--- config.mk ---
export PLATFORM = sky130hd
export DESIGN_NAME = uart_tx
export DESIGN_NICKNAME = d
export VERILOG_FILES = /design/src/rtl/uart_pkg.sv /design/src/rtl/baud_tick_gen.sv /design/src/rtl/uart_tx.sv
export SDC_FILE = /design/constraint.sdc
export NUM_CORES = 1
export LEC_CHECK = 0
export ABC_AREA = 0
export CAP_MARGIN = 15
export CORE_MARGIN = 2
export CORE_UTILIZATION = 45
export CTS_CLUSTER_DIAMETER = 60
export DETAILED_ROUTE_END_ITERATION = 8
export GPL_TIMING_DRIVEN = 0
export PLACE_DENSITY = 0.65
export SYNTH_ARGS = -nofsm -noshare
export SYNTH_HDL_FRONTEND = slang
export SYNTH_SLANG_ARGS = --single-unit
--- constraint.sdc ---
create_clock -name clk -period 3.3 [get_ports clk]
set_input_delay 0.99 -clock clk [delete_from_list [all_inputs] [get_ports clk]]
set_output_delay 0.99 -clock clk [all_outputs]
set_load 0.01 [all_outputs]
--- src/rtl/uart_pkg.sv ---
// ============================================================================
// Module   : uart_pkg
// Brief    : Shared state encoding, line levels and sizing helper for uart_tx.
// Revision : 1.0 - initial release
// ============================================================================
`default_nettype none

package uart_pkg;

  localparam logic [2:0] ST_IDLE   = 3'd0;
  localparam logic [2:0] ST_START  = 3'd1;
  localparam logic [2:0] ST_DATA   = 3'd2;
  localparam logic [2:0] ST_PARITY = 3'd3;
  localparam logic [2:0] ST_STOP   = 3'd4;

  typedef enum logic [2:0] {
    IDLE   = ST_IDLE,
    START  = ST_START,
    DATA   = ST_DATA,
    PARITY = ST_PARITY,
    STOP   = ST_STOP
  } uart_state_e;

  localparam logic LINE_IDLE   = 1'b1;
  localparam logic START_LEVEL = 1'b0;

  // Wide enough for up to 9 data bits and 2 stop bits.
  localparam int BIT_CNT_W = 4;

  function automatic int cnt_width(input int clks);
    return (clks > 1) ? $clog2(clks) : 1;
  endfunction

endpackage

`default_nettype wire

--- src/rtl/baud_tick_gen.sv ---
// ============================================================================
// Module   : baud_tick_gen
// Brief    : Free-running bit-period counter with synchronous clear; o_tick
//            marks the last cycle of each bit, o_pre_tick the cycle before.
// Revision : 1.0 - initial release
// ============================================================================
`default_nettype none

module baud_tick_gen
  import uart_pkg::*;
#(
  parameter int CLKS_PER_BIT = 434
) (
  input  logic clk,
  input  logic reset,
  input  logic i_clear,
  output logic o_tick,
  output logic o_pre_tick
);

  localparam int CNT_W = cnt_width(CLKS_PER_BIT);
  localparam logic [CNT_W-1:0] CNT_MAX = CNT_W'(CLKS_PER_BIT - 1);
  localparam logic [CNT_W-1:0] CNT_PRE = CNT_W'(CLKS_PER_BIT - 2);

  logic [CNT_W-1:0] cnt_q;
  logic [CNT_W-1:0] cnt_d;

  assign o_tick     = (cnt_q == CNT_MAX);
  assign o_pre_tick = (cnt_q == CNT_PRE);

  always_comb begin
    cnt_d = cnt_q + CNT_W'(1);
    if (i_clear || o_tick) begin
      cnt_d = '0;
    end
  end

  always_ff @(posedge clk or posedge reset) begin
    if (reset) begin
      cnt_q <= '0;
    end else begin
      cnt_q <= cnt_d;
    end
  end

endmodule

`default_nettype wire

--- src/rtl/uart_tx.sv ---
// ============================================================================
// Module   : uart_tx
// Brief    : Valid/ready fed UART transmitter, LSB first, registered outputs.
// Options  : define UART_TX_PARITY_EN to insert a parity bit (PARITY_ODD).
// Revision : 1.0 - initial release
// ============================================================================
`default_nettype none

module uart_tx
  import uart_pkg::*;
#(
  parameter int CLKS_PER_BIT = 434,
  parameter int DATA_BITS    = 8,
  parameter int STOP_BITS    = 1
`ifdef UART_TX_PARITY_EN
  ,
  parameter bit PARITY_ODD   = 1'b0
`endif
) (
  input  logic                 clk,
  input  logic                 reset,
  input  logic [DATA_BITS-1:0] in_data,
  input  logic                 in_valid,
  output logic                 in_ready,
  output logic                 tx,
  output logic                 busy,
  output logic                 tx_done
);

  localparam logic [BIT_CNT_W-1:0] LAST_DATA = BIT_CNT_W'(DATA_BITS - 1);
  localparam logic [BIT_CNT_W-1:0] LAST_STOP = BIT_CNT_W'(STOP_BITS - 1);

  uart_state_e          state_q;
  uart_state_e          state_d;
  logic [DATA_BITS-1:0] shreg_q;
  logic [DATA_BITS-1:0] shreg_d;
  logic [BIT_CNT_W-1:0] bit_cnt_q;
  logic [BIT_CNT_W-1:0] bit_cnt_d;
  logic                 tx_q;
  logic                 tx_d;
  logic                 in_ready_q;
  logic                 in_ready_d;
  logic                 busy_q;
  logic                 busy_d;
  logic                 tx_done_q;
  logic                 tx_done_d;
`ifdef UART_TX_PARITY_EN
  logic                 parity_q;
  logic                 parity_d;
`endif

  logic tick;
  logic pre_tick;
  logic accept;
  logic last_next;

  // in_ready_q is only high in IDLE or the final stop cycle, so it alone
  // qualifies a transfer in both places.
  assign accept = in_valid && in_ready_q;

  baud_tick_gen #(
    .CLKS_PER_BIT (CLKS_PER_BIT)
  ) u_baud_tick_gen (
    .clk        (clk),
    .reset      (reset),
    .i_clear    (accept),
    .o_tick     (tick),
    .o_pre_tick (pre_tick)
  );

  // Outputs are registered, so decide one cycle early whether the next
  // cycle is the final cycle of the last stop bit.
  assign last_next = (state_q == STOP) && pre_tick && (bit_cnt_q == LAST_STOP);

  always_comb begin
    state_d   = state_q;
    shreg_d   = shreg_q;
    bit_cnt_d = bit_cnt_q;
    tx_d      = tx_q;
`ifdef UART_TX_PARITY_EN
    parity_d  = parity_q;
`endif

    if (accept) begin
      state_d   = START;
      shreg_d   = in_data;
      bit_cnt_d = '0;
      tx_d      = START_LEVEL;
`ifdef UART_TX_PARITY_EN
      parity_d  = (^in_data) ^ PARITY_ODD;
`endif
    end else begin
      case (state_q)
        IDLE: begin
          tx_d = LINE_IDLE;
        end
        START: begin
          if (tick) begin
            state_d   = DATA;
            bit_cnt_d = '0;
            tx_d      = shreg_q[0];
          end
        end
        DATA: begin
          if (tick) begin
            if (bit_cnt_q == LAST_DATA) begin
              bit_cnt_d = '0;
`ifdef UART_TX_PARITY_EN
              state_d   = PARITY;
              tx_d      = parity_q;
`else
              state_d   = STOP;
              tx_d      = LINE_IDLE;
`endif
            end else begin
              bit_cnt_d = bit_cnt_q + BIT_CNT_W'(1);
              shreg_d   = shreg_q >> 1;
              tx_d      = shreg_d[0];
            end
          end
        end
`ifdef UART_TX_PARITY_EN
        PARITY: begin
          if (tick) begin
            state_d   = STOP;
            bit_cnt_d = '0;
            tx_d      = LINE_IDLE;
          end
        end
`endif
        STOP: begin
          if (tick) begin
            if (bit_cnt_q == LAST_STOP) begin
              state_d   = IDLE;
              bit_cnt_d = '0;
            end else begin
              bit_cnt_d = bit_cnt_q + BIT_CNT_W'(1);
            end
            tx_d = LINE_IDLE;
          end
        end
        default: begin
          state_d   = IDLE;
          bit_cnt_d = '0;
          tx_d      = LINE_IDLE;
        end
      endcase
    end

    in_ready_d = (state_d == IDLE) || last_next;
    busy_d     = (state_d != IDLE);
    tx_done_d  = last_next;
  end

  always_ff @(posedge clk or posedge reset) begin
    if (reset) begin
      state_q    <= IDLE;
      shreg_q    <= '0;
      bit_cnt_q  <= '0;
      tx_q       <= LINE_IDLE;
      in_ready_q <= 1'b1;
      busy_q     <= 1'b0;
      tx_done_q  <= 1'b0;
`ifdef UART_TX_PARITY_EN
      parity_q   <= 1'b0;
`endif
    end else begin
      state_q    <= state_d;
      shreg_q    <= shreg_d;
      bit_cnt_q  <= bit_cnt_d;
      tx_q       <= tx_d;
      in_ready_q <= in_ready_d;
      busy_q     <= busy_d;
      tx_done_q  <= tx_done_d;
`ifdef UART_TX_PARITY_EN
      parity_q   <= parity_d;
`endif
    end
  end

  assign tx       = tx_q;
  assign in_ready = in_ready_q;
  assign busy     = busy_q;
  assign tx_done  = tx_done_q;

endmodule

`default_nettype wire

==> results of run 1 <==
## cell type report
class | count | area [sq um] | area share
clock buffers | 3 | 22.52 | 0.01204
clock inverters | 1 | 30.03 | 0.01605
inverters | 10 | 37.54 | 0.02007
multi-input cells | 115 | 787.0 | 0.4207
flip-flops and latches | 28 | 703.2 | 0.3759
plain buffers | 11 | 65.06 | 0.03478
well taps | 46 | 57.56 | 0.03077
repair buffers | 15 | 167.7 | 0.08963
## cell families (layout without fill, tap and decap cells)
| logic type | count (synthesis) | in the layout | share of synthesized area |
|---|---|---|---|
| AOI/OAI and AO/OA | 29 | 29 | 0.1391 |
| DFF | 28 | 28 | 0.4415 |
| and+or+nand+nor | 67 | 67 | 0.2270 |
| xor gates and xnor gates | 6 | 6 | 0.03299 |
| muxes | 8 | 8 | 0.05578 |
| adders and majority gates | 5 | 5 | 0.03928 |
| buffers and inverters | 21 | 40 | 0.06442 |
## layer usage
| layer | vias to the layer above | track usage | wire length [um] |
|---|---|---|---|
| met2 | 19 | 0.2750 | 1456 |
| met5 | - | 0 | 0 |
| li1 | 609 | - | - |
| met1 | 580 | 0.2213 | 1504 |
| met3 | 4 | 0.01607 | 70 |
| met4 | 0 | 0.05435 | 30 |
## final timing paths
check / start / end / slack, ns / cells after the start
min: tx$_DFFE_PP1P_ / tx$_DFFE_PP1P_ / 0.50 / 2
max in group asynchronous: reset / tx$_DFFE_PP1P_ / 1.81 / 3
max reg2reg: u_baud_tick_gen.cnt_q[0]$_DFF_PP0_ / shreg_q[4]$_DFFE_PP0P_ / 1.22 / 7
min in group asynchronous: reset / u_baud_tick_gen.cnt_q[3]$_DFF_PP0_ / 0.96 / 2
max: tx$_DFFE_PP1P_ / tx / 0.87 / 1
min reg2reg: tx$_DFFE_PP1P_ / tx$_DFFE_PP1P_ / 0.50 / 2
## cells in the mapped netlist (all sizes together)
cell type / count / area share
nor3b: 1 / 0.0047
nor4b: 2 / 0.024
and3b: 1 / 0.0055
and4: 2 / 0.013
a21o: 4 / 0.021
mux2: 7 / 0.049
or3b: 2 / 0.013
nand2: 28 / 0.066
and2: 2 / 0.0079
xor2: 4 / 0.022
dfrtp: 26 / 0.41
a211oi: 3 / 0.014
a311o: 1 / 0.0071
a21oi: 5 / 0.023
nand4: 5 / 0.020
dfstp: 2 / 0.033
clkbuf: 4 / 0.0094
o31ai: 1 / 0.0047
a22o: 1 / 0.0055
buf: 7 / 0.031
or3: 1 / 0.0039
nand3b: 2 / 0.0094
o32a: 1 / 0.0063
inv: 10 / 0.024
nor2: 10 / 0.024
nand2b: 2 / 0.0079
nor3: 2 / 0.0063
a31o: 1 / 0.0055
or2: 1 / 0.0039
mux2i: 1 / 0.0063
o32ai: 1 / 0.0055
a221oi: 2 / 0.011
a311oi: 1 / 0.0055
o22ai: 1 / 0.0039
xnor2: 2 / 0.011
nand3: 6 / 0.019
o21ai: 6 / 0.019
ha: 5 / 0.039
a221o: 1 / 0.0071
## registers in the layout (all words and copies together), names as in the netlist
register	count
busy	1
shreg_q	8
tx	1
tx_done	1
bit_cnt_q	4
in_ready	1
state_q	3
u_baud_tick_gen.cnt_q	9
## power breakdown
group,total [mW],switching [mW],internal (mW),leakage [nW]
registers,0.513,0.0769,0.436,0.357
logic,0.277,0.131,0.146,0.460
clock network,0.227,0.104,0.123,0.0279
## placed cells by master, fill, tap and decap left out, types with 4 or more instances in the layout
cell type / count
xor2_1: 4
inv_1: 10
nand4_1: 5
dfrtp_1: 26
nand3_1: 6
clkbuf_1: 4
o21ai_0: 5
a21oi_1: 4
ha_1: 5
clkdlybuf4s50_1: 14
nand2_1: 28
nor2_1: 10
buf_2: 4
mux2_2: 7
## stage by stage
step	util	setup slack, ns	area (sq um)	hold slack [ns]	std cells
after floorplan	-	1.296	1593	0.4659	164
after global placement	0.5324	0.7699	1790	0.4679	224
after detailed placement	0.5324	0.7417	1790	0.4678	224
after CTS	0.5480	0.8460	1843	0.4976	228
after global routing	0.5562	0.8067	1871	0.5198	229
final	0.5562	0.8698	1871	0.4997	229
==> metrics.yaml, run 1 <==
status: "finished, final reports clean"
crit_buf_inv: 1
vias: 1212
die_y_um: 63.50
path_max_fanout: 2
clock-sinks: 28
hold_viol: 0
slew_viol_final: 0
grt_max_degree: 29
syn-cell-area_sq_mm: 0.001593
cp-start-kind: "flop"
synth_cell_types: 48
drt_iter0_markers: 55
port_buffers: 14
wirelength_mm: 3.061
maxCapViolCount: 0
gp_congestion: 0.8304
cp.required_ns: 2.31
antennaDiodeCount: 0
route.detailed.drc: 0
post_drt_wl_per_cell_um: 13.37
period_minus_slack_ns: 2.430
rsz0062_at_grt: "false"
grt_pass1_vias: 1214
ys_seq_elements: 28
die_w_um: 63.50
hp-class: "flop to flop"
setup_viol: 0
cts_tree: "yes"
crit_path_top_delay_cell: "dfstp_2"
die_area_sq_mm: 0.004032
grt_pass1_wl_mm: 5.319
post_cts_resized: 0
drive_gt1_frac: 0.1803
dr.pass1.iters: 6
grt_overflow_total: 0
ir_drop_v: 0.0003228
post_drt_via_cell_ratio: 5.293
yosys_warnings: 0
clock_skew_ns: 0.009222
cp_top_family: "flip-flops"
fin_nets: 200
cp.arrival_ns: 1.44
hpwl_mm: 2.202
p_leak_nw: 0.8443
cts_root_buffer: "clkbuf_4"
hold_buffers: 0
postSynthAreaPerCell_sq_um: 9.712
max_freq_mhz: 411.5
setup_tns_ns: 0
cpPeakStageDelay_ns: 0.57
crit_chain: "clkdlybuf4s50_1"
clk_transition_reported_paths_ns: 0.16
clockBufferDepth: 2
cts_buffers: 3
fillers: 327
grt_antenna_before_repair: 0
power_mw: 1.017
cts_max_level: 1
slew_headroom: 0.6338
yosysSeqAreaShare: 0.4415
io_pins: 15
p_per_area_mw_per_mm2: 543.8
clk_latency_ns: 0.33
synth_fp_nets: 180
ant_nets: 0
critPathCaptureType: "primary output"
area_growth_syn_to_layout_pct: 17.44
grt_usage: 0.1638
row_count: 21
final.period_utilization: 0.7364
start_util: 0.4736
syn_inst: 164
post_cts_buffers: 0
core_area_sq_mm: 0.003363
crit_type: "flop to primary output"
tightest_slew_ns: 0.5456
Note: power is estimated with default switching activity, not from simulation.
==> run 2, diff against run 1 <==
--- a/config.mk
+++ b/config.mk
@@ -12,7 +12,7 @@
 export CTS_CLUSTER_DIAMETER = 60
 export DETAILED_ROUTE_END_ITERATION = 8
 export GPL_TIMING_DRIVEN = 0
-export PLACE_DENSITY = 0.65
+export PLACE_DENSITY = 0.68
 export SYNTH_ARGS = -nofsm -noshare
 export SYNTH_HDL_FRONTEND = slang
 export SYNTH_SLANG_ARGS = --single-unit
==> constraint.sdc (replaced) <==
create_clock -name clk -period 2 [get_ports clk]
set_input_delay 0.6 -clock clk [delete_from_list [all_inputs] [get_ports clk]]
set_output_delay 0.6 -clock clk [all_outputs]
set_load 0.01 [all_outputs]
==> run 2 against run 1 <==
  * Largest cell class unchanged
  * Hold slack got worse by 0.013 ns
  * Critical path type is now flop to flop
  * Highest routed layer unchanged
  * Register-to-register slack got worse by 1.2 ns
  * Wire length rose by 2.0%
  * Setup slack got worse by 0.80 ns
  * Final cell count rose by 2.2%
  * Global-route usage rose by 0.84 points
  * Final area rose by 1.9%
==> metrics.yaml, run 2 (synthesis results as in run 1) <==
tightest_slew_ns: 0.4800  # -0.06558 ns
wirelength_mm: 3.121  # +2.0%
post_drt_wl_per_cell_um: 13.34  # -0.22%
row_count: 21  # unchanged
drive_gt1_frac: 0.2074  # +0.02712
layout_commonest_cell: "nand2_1"
die_w_um: 63.50  # unchanged
clock-sinks: 28  # unchanged
cts_tree: "yes"
hp-class: "flop to flop"
dp_cells: 224  # unchanged
gp_congestion: 0.8961  # +7.9%
r2r-start: "u_baud_tick_gen.cnt_q[1]$_DFF_PP0_"
ir_drop_v: 0.0005170  # +60%
clock_skew_ns: 0.01041  # +0.001193 ns
slew_headroom: 0.6800  # +0.04619
die_area_sq_mm: 0.004032  # unchanged
grt_overflow_total: 0  # unchanged
utilization: 0.5670  # +0.01079
fillers: 319  # -2.4%
grt_pass1_vias: 1221  # +0.58%
placed_area_sq_mm: 0.001790  # unchanged
route.detailed.drc: 0  # unchanged
setup_tns_ns: 0  # unchanged
setup_viol: 0  # unchanged
cp.arrival_ns: 2.18  # +0.74 ns
antennaDiodeCount: 0  # unchanged
grt_pass1_wl_mm: 5.492  # +3.3%
cts_max_level: 1  # unchanged
critPathCaptureType: "flop"
largest_register_ffs: 9  # unchanged
start_util: 0.4736  # unchanged
port_buffers: 14  # unchanged
pre_cts_ws_ns: -0.1807  # -0.9224 ns
clk_transition_reported_paths_ns: 0.16  # about the same
crit_type: "flop to flop"
cts_root_buffer: "clkbuf_4"
clockBufferDepth: 2  # unchanged
period_minus_slack_ns: 1.930
max_freq_mhz: 518.0
path_max_fanout: 8  # +6
slew_viol_final: 0  # unchanged
drt_iter0_markers: 36  # -35%
hpwl_mm: 2.174  # -1.3%
area_growth_syn_to_layout_pct: 19.72
final.period_utilization: 0.9652
power_mw: 1.618  # +59%
p_int_mw: 1.100  # +56%
seqPwrFrac: 0.516  # +0.012
status: "finished, final reports clean"
combPwrFrac: 0.305  # +0.033
reg_top3: "u_baud_tick_gen.cnt_q (9), shreg_q (8), bit_cnt_q (4)"
vias: 1221  # +0.74%
grt_max_degree: 29  # unchanged
layout.cells.most_common_list: "28 x nand2_1, 26 x dfrtp_1, 12 x clkdlybuf4s50_1"
cts_buffers: 3  # unchanged
hold-path-endpoint: "tx$_DFFE_PP1P_"
holdWs_ns: 0.4869  # -0.01288 ns
rr_worst_depth: 9  # +2
grt_usage: 0.1721  # +0.008359
hold_viol: 0  # unchanged
p_leak_nw: 0.8761  # +3.8%
core_area_sq_mm: 0.003363  # unchanged
io_pins: 15  # unchanged
hp-start: "tx$_DFFE_PP1P_"
clkPwrFrac: 0.178  # -0.045
timing.rr.end: "shreg_q[4]$_DFFE_PP0P_"
hold_buffers: 0  # unchanged
crit_path_top_delay_cell: "dfrtp_1"
stdcell_count: 234  # +2.2%
regMostFlops: "u_baud_tick_gen.cnt_q"
setup_slack_ns: 0.06966  # -0.8001 ns
p_sw_frac: 0.3199  # +0.01320
post_drt_via_cell_ratio: 5.218  # -1.4%
clk_latency_ns: 0.34  # about the same
die_y_um: 63.50  # unchanged
cp.required_ns: 2.25  # -0.06 ns
maxCapViolCount: 0  # unchanged
min_path_cells: 2  # unchanged
ant_nets: 0  # unchanged
grt_antenna_before_repair: 0  # unchanged
cpPeakStageDelay_ns: 0.38  # -0.19 ns
p_per_area_mw_per_mm2: 848.5  # +56%
dr.pass1.iters: 4  # -2
switchingPower_uw: 517.6  # +66%
design_area_sq_mm: 0.001907  # +1.9%
fin_nets: 205  # +2.5%
reg2reg_slack_ns: 0.07  # -1.15 ns
crit_chain: "inv_1, ha_1, and4_4, buf_2, and2_0, buf_6, a21oi_4, buf_12, mux2_2"
cp-start-kind: "flop"
==> run 2: worst max-delay path by stage <==
stage | end | slack, ns | from
finish | shreg_q[4]$_DFFE_PP0P_ | 0.07 | u_baud_tick_gen.cnt_q[1]$_DFF_PP0_
floorplan | shreg_q[0]$_DFFE_PP0P_ | 0.12 | u_baud_tick_gen.cnt_q[0]$_DFF_PP0_
global route | shreg_q[2]$_DFFE_PP0P_ | -0.02 | u_baud_tick_gen.cnt_q[1]$_DFF_PP0_
detailed placement | bit_cnt_q[3]$_DFFE_PP0P_ | -0.18 | in_valid
CTS | shreg_q[4]$_DFFE_PP0P_ | 0.007 | u_baud_tick_gen.cnt_q[1]$_DFF_PP0_
global placement | bit_cnt_q[3]$_DFFE_PP0P_ | -0.14 | in_valid
==> run 2: worst max-delay path: cells and delay by family (launching register included) <==
family                     cells  cell delay, ns
buffers and inverters          4            0.47
DFF                            1            0.38
and+or+nand+nor                2            0.34
muxes                          1            0.33
adders and majority gates      1            0.18
AOI/OAI and AO/OA              1            0.14
==> run 2: area by class of cell <==
cell class	count	area, sq um	share of cell area
clock buffer	4	36.28	0.01903
timing repair buffer	20	215.2	0.1129
buffer	11	65.06	0.03412
inverter	10	37.54	0.01969
tap	46	57.56	0.03018
sequential	28	703.2	0.3688
multi-input combinational	115	792.0	0.4154
==> run 2: routing by layer <==
layer | track usage | up-vias | routed length [um]
met3 | 0.01786 | 5 | 73
met1 | 0.2339 | 579 | 1529
met4 | 0.07880 | 0 | 63
met5 | 0 | - | 0
li1 | - | 620 | -
met2 | 0.2763 | 17 | 1454
==> run 2: what timing repair did <==
item	CTS	global route
pin swaps	1	1
gates resized for setup	2	1
setup buffers	3	2
endpoints found under the setup margin	9	9
==> run 2: power by group through the flow <==
stage                     Clock (mW)  Sequential [mW]  Combinational (mW)
final                          0.288            0.835               0.494
after detailed placement           0            0.860               0.440
after CTS                      0.298            0.835               0.477
after floorplan                    0            0.835               0.329
after global routing           0.315            0.857               0.561
after global placement             0            0.847               0.423
==> run 3, diff against run 2 <==
--- a/config.mk
+++ b/config.mk
@@ -13,6 +13,7 @@
 export DETAILED_ROUTE_END_ITERATION = 8
 export GPL_TIMING_DRIVEN = 0
 export PLACE_DENSITY = 0.68
+export RECOVER_POWER = 100
 export SYNTH_ARGS = -nofsm -noshare
 export SYNTH_HDL_FRONTEND = slang
 export SYNTH_SLANG_ARGS = --single-unit
==> run 3 against run 2 <==
  * First-iteration DRC count down 33%
  * Setup slack worse by 0.0092 ns
  * Register-to-register slack about the same
  * Flip-flop and latch count unchanged
  * Sequential power about the same
  * Sequential share of layout area up 0.59 points
  * Final cell count unchanged
  * Wire length up 0.74%
  * Largest power group unchanged
  * Critical path depth down 8
  * Final area down 1.6%
  * Hold slack about the same
==> metrics.yaml, run 3 (synthesis results as in run 1) <==
timing.rr.end: "shreg_q[4]$_DFFE_PP0P_"
cts_max_level: 1  # unchanged
cts_root_buffer: "clkbuf_4"
dr.pass1.iters: 4  # unchanged
tightest_slew_ns: 0.5158  # +0.03582 ns
start_util: 0.4736  # unchanged
wirelength_mm: 3.144  # +0.74%
crit_chain: "dlygate4sd3_1"
layout_commonest_cell: "nand2_1"
reg2reg_slack_ns: 0.07  # about the same
met2_length_mm: 1.452  # -0.14%
cp.required_ns: 1.40  # -0.85 ns
antennaDiodeCount: 0  # unchanged
hold_viol: 0  # unchanged
setup_tns_ns: 0  # unchanged
period_minus_slack_ns: 1.940  # +0.009225 ns
die_area_sq_mm: 0.004032  # unchanged
grt_overflow_total: 0  # unchanged
regArea_sq_um: 703.2  # unchanged
path_max_fanout: 1  # -7
route.detailed.drc: 0  # unchanged
hold-path-endpoint: "tx$_DFFE_PP1P_"
cp.arrival_ns: 1.34  # -0.84 ns
regMostFlops: "u_baud_tick_gen.cnt_q"
row_count: 21  # unchanged
port_buffers: 14  # unchanged
hp-start: "tx$_DFFE_PP1P_"
clk_latency_ns: 0.35  # about the same
cts_tree: "yes"
switchingPower_uw: 515.9  # -0.34%
p_int_mw: 1.094  # -0.61%
holdWs_ns: 0.4866  # -0.0002620 ns
clk_transition_reported_paths_ns: 0.16  # about the same
multi_input_area_sq_um: 785.8  # -0.79%
power_mw: 1.609  # -0.52%
crit_path_top_delay_cell: "dlygate4sd3_1"
p_per_area_mw_per_mm2: 857.5  # +1.1%
slew_headroom: 0.6561  # -0.02388
area_growth_syn_to_layout_pct: 17.83
cts_buffers: 3  # unchanged
grt_usage: 0.1721  # unchanged
setup_viol: 0  # unchanged
hpwl_mm: 2.174  # unchanged
maxCapViolCount: 0  # unchanged
p_sw_frac: 0.3205  # +0.0005980
core_area_sq_mm: 0.003363  # unchanged
crit_type: "flop to primary output"
dp_cells: 224  # unchanged
stdcell_count: 234  # unchanged
m1WireLength_mm: 1.573  # +2.9%
vias: 1214  # -0.57%
die_y_um: 63.50  # unchanged
cpPeakStageDelay_ns: 0.61  # +0.23 ns
reg_top3: "u_baud_tick_gen.cnt_q (9), shreg_q (8), bit_cnt_q (4)"
drt_iter0_markers: 24  # -33%
cp_top_family: "buffers and inverters"
hp-class: "flop to flop"
min_path_cells: 2  # unchanged
slew_viol_final: 0  # unchanged
gp_congestion: 0.8961  # unchanged
clock-sinks: 28  # unchanged
critPathCaptureType: "primary output"
grt_pass1_wl_mm: 5.492  # unchanged
combPwrFrac: 0.302  # -0.003
grt_pass1_vias: 1221  # unchanged
fillers: 325  # +1.9%
top_layer: "met4"
ir_drop_v: 0.0005170  # about the same
max_freq_mhz: 515.6  # -0.48%
die_w_um: 63.50  # unchanged
seqPwrFrac: 0.518  # +0.002
layout.cells.most_common_list: "28 x nand2_1, 26 x dfrtp_1, 10 x inv_1, 10 x nor2_1, 9 x clkdlybuf4s50_1"
drive_gt1_frac: 0.1915  # -0.01596
rr_worst_depth: 9  # unchanged
io_pins: 15  # unchanged
clkPwrFrac: 0.180  # +0.002
r2r-start: "u_baud_tick_gen.cnt_q[1]$_DFF_PP0_"
ant_nets: 0  # unchanged
crit_buf_inv: 1  # -3
post_drt_wl_per_cell_um: 13.44  # +0.74%
post_drt_via_cell_ratio: 5.188  # -0.57%
hold_buffers: 0  # unchanged
grt_max_degree: 29  # unchanged
wl_met3_um: 55  # -25%
status: "finished, final reports clean"
final.period_utilization: 0.9698  # +0.004613
p_leak_nw: 0.8633  # -1.5%
fin_nets: 205  # unchanged
utilization: 0.5580  # -0.008928
grt_antenna_before_repair: 0  # unchanged
cp-start-kind: "flop"
largest_register_ffs: 9  # unchanged
clock_skew_ns: 0.009535  # -0.0008798 ns
clockBufferDepth: 2  # unchanged
run 3: changes by cell type in the layout (fill, tap and decap cells not counted), sizes merged:
cell / previous run / this run
clkdlybuf4s50: 12 / 9
buf: 13 / 11
dlygate4sd3: 0 / 3
clkbuf: 8 / 10
run 3: how the worst max path moves through the flow:
stage / start / endpoint / slack (ns) / cells past startpoint
2_1_floorplan: u_baud_tick_gen.cnt_q[0]$_DFF_PP0_ / shreg_q[0]$_DFFE_PP0P_ / 0.12 / 7
3_3_place_gp: in_valid / bit_cnt_q[3]$_DFFE_PP0P_ / -0.14 / 7
3_5_place_dp: in_valid / bit_cnt_q[3]$_DFFE_PP0P_ / -0.18 / 7
4_1_cts: u_baud_tick_gen.cnt_q[1]$_DFF_PP0_ / shreg_q[4]$_DFFE_PP0P_ / 0.007 / 8
5_1_grt: u_baud_tick_gen.cnt_q[1]$_DFF_PP0_ / shreg_q[2]$_DFFE_PP0P_ / -0.02 / 9
6_report: tx_done$_DFF_PP0_ / tx_done / 0.06 / 1
run 3: repair_timing:
item,4_1_cts,5_1_grt
buffers inserted,3,2
pin swaps,1,1
resized for setup,2,1
gates cloned,0,0
endpoints found under the setup margin,9,9
run 3: worst register-to-register path: cells and delay by family (launching register included):
family / cells / cell delay [ns]
buffers and inverters: 4 / 0.47
DFF: 1 / 0.38
and+or+nand+nor: 2 / 0.34
muxes: 1 / 0.33
adders and majority gates: 1 / 0.18
AOI/OAI and AO/OA: 1 / 0.14
run 3: final cells by class:
class | count | area share
clock buffer | 4 | 0.01933
inverter | 10 | 0.02000
buffer | 11 | 0.03400
tap | 46 | 0.03067
multi-input combinational | 115 | 0.4187
timing repair buffer | 20 | 0.1027
sequential | 28 | 0.3747
run 3: through the flow:
stage               instance area, sq um  worst slack [ns]
floorplan                           1593            0.1196
detailed placement                  1790           -0.1807
global placement                    1790           -0.1350
global route                        1877          -0.01593
finish                              1877           0.06044
CTS                                 1847          0.007233
run 3: per-layer routing:
metal,vias up,track usage
met1,575,0.2339
met5,-,0
met2,14,0.2763
met3,5,0.01786
met4,0,0.07880
li1,620,-
run 3: power groups by stage:
stage	logic [mW]	clock network [mW]	registers, mW
final	0.486	0.290	0.834
after global placement	0.423	0	0.847
after CTS	0.477	0.298	0.835
after global routing	0.552	0.315	0.857
after floorplan	0.329	0	0.835
after detailed placement	0.440	0	0.860
==> edit: new RTL, config.mk and constraints of run 3 <==
`CLKS_PER_BIT` is set to 434 in 2 places; all go to 868.
--- a/src/rtl/baud_tick_gen.sv
+++ b/src/rtl/baud_tick_gen.sv
@@ -11,3 +11,3 @@
 #(
-  parameter int CLKS_PER_BIT = 434
+  parameter int CLKS_PER_BIT = 868
 ) (
--- a/src/rtl/uart_tx.sv
+++ b/src/rtl/uart_tx.sv
@@ -11,3 +11,3 @@
 #(
-  parameter int CLKS_PER_BIT = 434,
+  parameter int CLKS_PER_BIT = 868,
   parameter int DATA_BITS    = 8,
Function: no difference found for any inputs over 10 cycles, from zero or initial values and one cycle with reset high; that may be too few to reach the edited logic, so the function may still have changed.
==> edit against run 3 <==
Clock skew shrank 2.8 ps. Sequential cell count is 1 higher. Sequential power increased by 4.8%. Wire length is 0.60% lower. Power up 0.90%. Sequential share of layout area up 2.4 points. Area after synthesis fell by 2.6%. Largest power group unchanged. Final cell count unchanged. Synthesized cell count unchanged. Worst setup slack better by 53 ps. Final area shrank 2.6%. Core utilization is 0.59 points lower. Clock power is 26% higher.
==> edit: results (changes against run 3) <==
status=completed; Metal-1 WL=1430 microns (-9.0%); Critical Path Slowest Stage Cell=o41ai_4; Mapped Nets=179 (-0.56%); vias in the first global route=1,257 (+2.9%); CP max FO=5 (+4); fill count=335 (+3.1%); wire per inst=13.4 microns (-0.60%); first-pass GRT wire length=5510 microns (+0.25%); Layout Skew=6.77 ps (-2.76 ps); share of the yosys chip area belonging to registers=46.9% (+2.8 points); Top Family by Delay on Critical Path=compound AO/OA/AOI/OAI gates; biggest regs=u_baud_tick_gen.cnt_q (10), shreg_q (8), bit_cnt_q (4); buffer count from post-CTS setup fixing=0 (-3); Clk pin slew, worst setup/hold paths=90 ps (-70 ps); fraction of layout cells with a size suffix above 1=12.2% (-6.9 points); total CTS buffers=5 (+2); detailed router's first-iteration violation count=52 (+120%); most frequent cells after synthesis=dfrtp_1 (27), nor2_1 (23), nand2_1 (22); Final HPWL DP=2150 microns (-0.96%); Sw Ratio=32.3% (+0.28 points); met2 wire len=1500 microns (+3.3%); Total GRT Usage=17.8% (+0.55 points); final net count=203 (-0.98%); Static Leak=0.000798 uW (-7.6%); Peak VDD IR=0.556 mV (+7.6%); launching point of the worst reg2reg path=bit_cnt_q[0]$_DFFE_PP0P_; Netlist cell types=44 (-8.3%); number of vias per cell=5.32 (+2.6%); CTS HTree Levels=2 (+1); R2R Path End=shreg_q[5]$_DFFE_PP0P_; placer congestion estimate=0.743 (-17%); Max-slew headroom=68.6% (+3.0 points); P_clk=365 uW (+26%); Reg2Reg Depth=6 (-3); CP max stage delay=450 ps (-160 ps); r2r setup slk=110 ps (+40 ps); WL met3=130 microns (+140%); Pwr top=registers; Combinational Power=386 uW (-21%); worst-skew pair later-pin latency=330 ps (-20 ps); Routed Wire Length=3130 microns (-0.60%); Synth area leaders=dfrtp_1 (44%), nor2_1 (5.6%), nand2_1 (5.3%)
[edit: changes by cell type after synthesis, sizes merged, moves of 4 or more]
cell,run 3,this run
a21o,4,0
a31oi,0,9
buf,7,3
mux2,7,0
nand2,28,22
nor2,10,23
[edit: kinds of logic after synthesis]
logic type	synth area share, %
AOI/OAI and AO/OA	16.5
xor gates and xnor gates	3.95
adders and majority gates	3.87
buffers and inverters	4.76
DFF	46.9
and+or+nand+nor	24.0
[edit: metrics by stage]
stage               hold slack (ps)  area [sq um]  util, %  setup slack (ps)
floorplan                       474          1550        -               226
global placement                478          1750     52.8              -227
detailed placement              480          1750     52.8              -273
CTS                             496          1800     54.4              15.0
global route                    554          1830     55.2             -1.10
finish                          504          1830     55.2               114
[edit: how the worst max path moves through the flow]
stage | from | endpoint | cells past startpoint
after floorplan | u_baud_tick_gen.cnt_q[2]$_DFF_PP0_ | shreg_q[0]$_DFFE_PP0P_ | 6
after global placement | in_valid | shreg_q[6]$_DFFE_PP0P_ | 6
after detailed placement | in_valid | shreg_q[0]$_DFFE_PP0P_ | 6
after CTS | u_baud_tick_gen.cnt_q[2]$_DFF_PP0_ | shreg_q[6]$_DFFE_PP0P_ | 6
after global routing | bit_cnt_q[0]$_DFFE_PP0P_ | shreg_q[5]$_DFFE_PP0P_ | 6
final | bit_cnt_q[0]$_DFFE_PP0P_ | shreg_q[5]$_DFFE_PP0P_ | 6
[edit: final cells by class]
cell class	instances	share of cell area, %
sequential	29	39.8
tap	46	3.15
timing repair buffer	17	8.42
inverter	10	2.05
clock buffer	7	3.01
buffer	7	2.05
multi-input combinational	118	41.5
[edit: per-layer routing]
layer  vias up  track usage, %
li1        615               -
met1       591            23.1
met2        31            28.8
met3         8            3.78
met4         0            7.50
met5         -               0
